--- src/rtl/int_wb_arbiter.sv ---
// int_wb_arbiter: round-robin share of the int register file write port; in: clk_i, rsn_i, flush_i, req_valid_i/addr_i/data_i; out: req_ready_o (comb one-hot grant), registered write_enable_o/addr_o/data_o, wb_src_o, busy_o
module int_wb_arbiter #(
  parameter int N_SRC = 3,
  parameter int DATA_W = 32,
  parameter int ADDR_W = 5
) (
  input  logic                     clk_i,
  input  logic                     rsn_i,
  input  logic                     flush_i,
  input  logic [N_SRC-1:0]         req_valid_i,
  input  logic [N_SRC*ADDR_W-1:0]  req_addr_i,
  input  logic [N_SRC*DATA_W-1:0]  req_data_i,
  output logic [N_SRC-1:0]         req_ready_o,
  output logic                     write_enable_o,
  output logic [ADDR_W-1:0]        write_addr_o,
  output logic [DATA_W-1:0]        write_data_o,
  output logic [2:0]               wb_src_o,
  output logic                     busy_o
);
  localparam int PW = $clog2(N_SRC);
  logic [PW-1:0] ptr, gnt_idx, idx;
  logic found, xfer;
  int sum;
  logic [ADDR_W-1:0] g_addr;
  logic [DATA_W-1:0] g_data;
  always_comb begin
    found = 1'b0;
    gnt_idx = '0;
    idx = '0;
    sum = 0;
    for (int k = 0; k < N_SRC; k++) begin
      sum = int'(ptr) + k;
      idx = PW'(sum >= N_SRC ? sum - N_SRC : sum);
      if (!found && req_valid_i[idx]) begin
        found = 1'b1;
        gnt_idx = idx;
      end
    end
  end
  assign xfer = found && rsn_i && !flush_i;
  assign req_ready_o = xfer ? N_SRC'(1) << gnt_idx : '0;
  assign busy_o = |(req_valid_i & ~req_ready_o);
  assign g_addr = req_addr_i[gnt_idx*ADDR_W +: ADDR_W];
  assign g_data = req_data_i[gnt_idx*DATA_W +: DATA_W];
  always_ff @(posedge clk_i or negedge rsn_i)
    if (!rsn_i) begin
      ptr <= '0;
      write_enable_o <= 1'b0;
      write_addr_o <= '0;
      write_data_o <= '0;
      wb_src_o <= '0;
    end else begin
      write_enable_o <= xfer && |g_addr;
      if (xfer) begin
        ptr <= (int'(gnt_idx) == N_SRC - 1) ? '0 : gnt_idx + 1'b1;
        write_addr_o <= g_addr;
        write_data_o <= g_data;
        wb_src_o <= 3'(gnt_idx);
      end
    end
endmodule
--- config.mk ---
export PLATFORM = sky130hd
export DESIGN_NAME = int_wb_arbiter
export DESIGN_NICKNAME = d
export VERILOG_FILES = /design/src/rtl/int_wb_arbiter.sv
export SDC_FILE = /design/constraint.sdc
export NUM_CORES = 1
export LEC_CHECK = 0
export CAP_MARGIN = 10
export CORE_MARGIN = 3
export CORE_UTILIZATION = 37
export DETAILED_ROUTE_END_ITERATION = 10
export GPL_ROUTABILITY_DRIVEN = 0
export PLACE_DENSITY_LB_ADDON = 0.1
export SYNTH_ARGS = -nofsm -noshare
export SYNTH_HDL_FRONTEND = slang
export SYNTH_SLANG_ARGS = --single-unit
--- constraint.sdc ---
create_clock -name clk_i -period 2.7 [get_ports clk_i]
set_input_delay 0.27 -clock clk_i [delete_from_list [all_inputs] [get_ports clk_i]]
set_output_delay 0.27 -clock clk_i [all_outputs]
set_load 0.05 [all_outputs]
== Word-level counts from Yosys, hierarchy flattened ==
Index checks and enable logic that the tools add are counted.
Word-level totals
  bits in registers: 42
  input bits: 117
  output and inout bits: 45
  logic and storage cells: 51
Operators by class
  add/sub/neg operators: 6
  $mul: 1
  order comparisons: 6
  equality and inequality tests: 1
  shifts and indexed selects: 3
  mux-type cells: 17
  bitwise logic cells: 2
  reductions and logical operators: 10
Operators with widths (number)
  96-bit by 8-bit variable part select with 32-bit output: 1
  15-bit by 6-bit variable part select with 5-bit output: 1
  2-bit two-way mux: 7
  2-bit by 3-bit < comparator with 1-bit output (second input constant): 3
  1-bit binary-select mux with 2-bit select: 3
  3-bit by 2-bit >= comparator with 1-bit output (second input constant): 2
  1-bit two-way mux: 6
  2-bit subtractor (second input constant): 3
  1-bit logical AND: 5
  2-bit by 3-bit multiplier with 5-bit output (second input constant): 1
  5-bit OR reduction: 1
  2-bit by 1-bit adder with 3-bit output (second input constant): 1
  2-bit by 2-bit adder with 3-bit output (second input constant): 1
  3-bit bitwise AND: 1
  1-bit logical NOT: 3
  3-bit two-way mux: 1
  3-bit inverter: 1
  3-bit OR reduction: 1
  1-bit by 2-bit << shifter with 3-bit output (first input constant): 1
  2-bit by 1-bit adder with 2-bit output (second input constant): 1
  2-bit == test (second input constant): 1
  2-bit >= comparator (second input constant): 1

== Depth between registers and ports, before layout ==
Gate-level depths: netlist of run 1.
  depth after elaboration: 17
  gate-level depth with buffers: 12
  gate-level depth less buffers: 9

== Least setup slack after synthesis of run 1 ==
OpenSTA, ideal clock, no wires.
  kind: register to output
  start point: register ptr[0]
  end point: output port busy_o
  arrival time: 2.819 ns
  required time: 2.430 ns
  path slack: -0.389 ns
  stages on the path, launching flop included: 12
  buffers on the path: 3
  path through: dfrtp_1 > inv_1 > ha_1 > buf_6 > nor2_1 > nor3b_1 > or3_1 > o32ai_2 > buf_4 > nor3_4 > buf_4 > a211oi_2
Between the ends
  word-level cells in the longest chain between the ends: 17
  elaborated cells between the ends (all ways): 34
  classes of those cells: add/sub: 5; order compare: 3; shift: 1; mux: 16; bitwise: 2; reduce/logical: 7
RTL lines
  from (decl): line 21  | logic [PW-1:0] ptr, gnt_idx, idx;
  from (signal assigned): line 55  | ptr <= (int'(gnt_idx) == N_SRC - 1) ? '0 : gnt_idx + 1'b1;
  branches (longest 13 deep; another with 2-bit by 1-bit adder with 3-bit output)
  3-bit two-way mux *: line 41  | assign req_ready_o = xfer ? N_SRC'(1) << gnt_idx : '0;
  via req_ready_o[1]: line 13  | output logic [N_SRC-1:0] req_ready_o,
  3-bit inverter *: line 42  | assign busy_o = |(req_valid_i & ~req_ready_o);
  3-bit bitwise AND *: line 42
  3-bit OR reduction *: line 42
  to (decl): line 18  | output logic busy_o
Mark *: on every way through the listed nets, which the timed path passes. The select of a mux whose other input is x is not followed.

== Worst setup path in the final report of run 1 ==
  start point: register ptr[1]
  end point: output port busy_o
Between the ends
  word-level cells in the longest chain between the ends: 17
  elaborated cells between the ends (all ways): 34
  classes of those cells: add/sub: 5; order compare: 3; shift: 1; mux: 16; bitwise: 2; reduce/logical: 7
RTL lines (line)
  branches (longest 13 deep; another with 2-bit by 1-bit adder with 3-bit output)
  3-bit two-way mux *: 41
  3-bit inverter *: 42
  3-bit bitwise AND *: 42
  3-bit OR reduction *: 42
Mark *: on every way between the ends. The select of a mux whose other input is x is not followed.

==> impl_metrics.json, run 1 <==
{
  "maxCapViolations": 0,
  "synth_top_family_by_area": "compound AO/OA/AOI/OAI gates",
  "endpoint_kind": "primary output",
  "hold_viol": 0,
  "path_clk_slew_ns": 0.08,
  "drt-total-wl_mm": 10.1,
  "yosys-top-cells-area": "dfrtp_1 41%, a22oi_1 9.7%, o21ai_1 4.9%",
  "fmax_mhz": 343,
  "synth_top_area_frac": 0.413,
  "yosysTopAreaCell": "dfrtp_1",
  "tightest_slew_ns": 0.560,
  "fin_skew_ns": 0.00529,
  "clockPowerShare": 0.060,
  "hold_class": "input port to asynchronous set/reset pin",
  "combPwrFrac": 0.779,
  "synth-simple-area-share": 0.135,
  "synth_common_cells": "42 x dfrtp_1, 33 x a22oi_1, 29 x nand2_1",
  "slowest_delay_ns": 0.43,
  "yosysUniqueCellTypes": 47,
  "vdd_drop_max_v": 0.000774,
  "syn_area_mm2": 0.00254,
  "grt_pass1_wl_mm": 15.1,
  "first_pass_iters": 4,
  "antenna_left": 0,
  "yosysMostFrequentCell": "dfrtp_1",
  "seq_area_frac_synth": 0.413,
  "outcome": "complete, but fails checks",
  "antenna_found_initial": 0,
  "ctsLongestPathBuffers": 2,
  "report.final.slew_viol_count": 0,
  "reg2reg_from": "ptr[1]",
  "power.switching_mw": 3.31,
  "syn_area_per_cell_um2": 9.67,
  "cts_max_level": 2,
  "port_buffers": 160,
  "post_drt_via_cell_ratio": 5.44,
  "internal_power_mw": 3.51,
  "ys.flop_type": "dfrtp_1",
  "worstReg2RegEnd": "write_enable_o",
  "reg2reg_depth": 12,
  "synthAdderAreaFrac": 0.0197,
  "postSynth.asyncResetShare": 1.00,
  "muxShareOfSynthArea": 0.00394,
  "floorplan.initialDensity": 0.391,
  "cts_root_buf": "clkbuf_8",
  "seq_power_share": 0.161,
  "cp_max_fo": 6,
  "num_antenna_cells": 0,
  "hold_ws_ns": 0.121,
  "relSlewSlack": 0.627,
  "synthToLayoutAreaGrowth_pct": 97.4,
  "cp_slowest_cell": "dfrtp_2",
  "die_x_um": 88.9,
  "first_iter_violations": 104,
  "io_pins": 162,
  "start_kind": "flip-flop",
  "power_density_mw_per_mm2": 1360,
  "finalSetupTns_ns": -0.903,
  "yosysWarnings": 0,
  "cts_tree": "done",
  "wire_per_inst_um": 18.6,
  "core_mm2": 0.00649,
  "grt_overflow": 0,
  "synth-compound-area-share": 0.361,
  "power_leakage_nw": 2.09,
  "crit_top_cell": "buf_6",
  "dpl.hpwl_mm": 6.88,
  "clock_latency_ns": 0.29,
  "cts_buffers": 5,
  "worstPathRequired_ns": 2.43,
  "rsz0062_at_grt": "yes",
  "drive_above_1_share": 0.263,
  "fp.dieArea_mm2": 0.00790,
  "period_share": 1.08,
  "synth_xor_area_frac": 0,
  "netSwitchingFraction": 0.485,
  "syn_nets": 384,
  "grt_pass1_vias": 2924,
  "worst_slack_ns": -0.213,
  "nNetsFinal": 588,
  "crit_arrival_ns": 2.64,
  "rows": 29,
  "path_cells": "inv_2, buf_6, ha_4, nor2b_2, o21ai_2, nand3_2, buf_6, o311ai_4, buf_6, nor3_4, a211oi_4, buf_12",
  "cts_sinks": 42,
  "ys_ff_latch": 42,
  "die_h_um": 88.9,
  "synth-edff-count": 0,
  "reg2reg_slack_ns": -0.07,
  "drc_errors": 0,
  "period_needed_ns": 2.91,
  "syn_inst": 263,
  "post-place-cells": 511,
  "vias": 2964,
  "grt_max_degree": 43,
  "gr-usage-all-layers": 0.249,
  "path_class": "flip-flop to primary output",
  "fin_cells": 545,
  "setup_viol": 19,
  "violations": "negative setup slack"
}
-- power by group through the flow --
stage | sequential (mW) | combinational [mW] | clock (mW)
after global placement | 1.08 | 4.22 | 0
after floorplan | 2.05 | 1.93 | 0
final | 1.10 | 5.31 | 0.407
after global routing | 1.13 | 5.62 | 0.447
after CTS | 1.10 | 4.84 | 0.421
after detailed placement | 1.10 | 4.28 | 0
-- worst max path at each step --
stage | start | endpoint | slack [ns] | cells after the start
after floorplan | ptr[0] | busy_o | -0.17 | 11
after global placement | ptr[0] | req_ready_o[0] | -0.04 | 10
after detailed placement | ptr[0] | write_data_o[11] | -0.1 | 10
after CTS | ptr[1] | busy_o | -0.22 | 12
after global routing | ptr[1] | busy_o | -0.32 | 12
final | ptr[1] | busy_o | -0.21 | 12
-- cell type report --
type,count,area [um^2]
timing repair buffer,220,2220
multi-input combinational,195,1550
fill,457,1480
sequential,42,1050
tap,77,96.3
clock buffer,6,72.6
clock inverter,2,13.8
inverter,3,11.3
-- worst max-delay path, delay by kind of cell (launching register included) --
| kind | cells | cell delay [ns] |
|---|---|---|
| AOI/OAI and AO/OA | 3 | 0.76 |
| buffers and inverters | 5 | 0.66 |
| and+or+nand+nor | 3 | 0.34 |
| DFF | 1 | 0.43 |
| adders and majority gates | 1 | 0.18 |
-- metrics by stage --
stage / cell area (um^2) / total power [mW] / util / setup slack [ns]
after detailed placement: 4390 / 5.38 / 0.677 / -0.0971
after floorplan: 2560 / 3.98 / - / -0.167
after global placement: 4390 / 5.31 / 0.677 / -0.0430
after CTS: 4850 / 6.36 / 0.746 / -0.221
final: 5020 / 6.82 / 0.773 / -0.213
after global routing: 5020 / 7.20 / 0.773 / -0.319
-- state kept, by name, indices dropped and copies added, names as in the netlist --
register / flops
ptr: 2
wb_src_o: 2
write_enable_o: 1
write_addr_o: 5
write_data_o: 32
-- cells in the final DEF, fill, tap and decap left out, types with 13 or more instances in the layout --
master,instances
clkdlybuf4s50_1,155
buf_4,41
a22oi_1,24
nor2_1,13
nand2_1,28
buf_6,13
a22oi_2,16
dfrtp_1,41
o21ai_1,23
-- metal layers --
metal / vias to the layer above / wire length, um / GRT usage
met1: 1422 / 3880 / 0.301
met4: 0 / 206 / 0.0714
li1: 1404 / - / -
met2: 122 / 5240 / 0.441
met5: - / 0 / 0
met3: 16 / 806 / 0.0581
-- cells by family (layout without fill, tap and decap cells) --
| logic type | Yosys count | count (layout) |
|---|---|---|
| other | 1 | 1 |
| AOI/OAI and AO/OA | 121 | 121 |
| and+or+nand+nor | 68 | 68 |
| muxes | 1 | 1 |
| buffers and inverters | 26 | 231 |
| DFF | 42 | 42 |
| adders and majority gates | 4 | 4 |
-- what timing repair did --
action / 4_1_cts / 5_1_grt
resized for setup: 50 / 21
setup endpoints to repair: 25 / 33
pin swaps: 15 / 13
setup buffers: 15 / 11
gates cloned: 1 / 1
hold buffers: 0 / 0
Power figures use the tool's default switching activity.
==> inputs of run 2 (changes only) <==
- CTS_CLUSTER_DIAMETER: default -> 100
- HOLD_SLACK_MARGIN: default -> 0.12
==> results of run 2 <==
Final layout, timing and power as in run 1 (identical DEF).
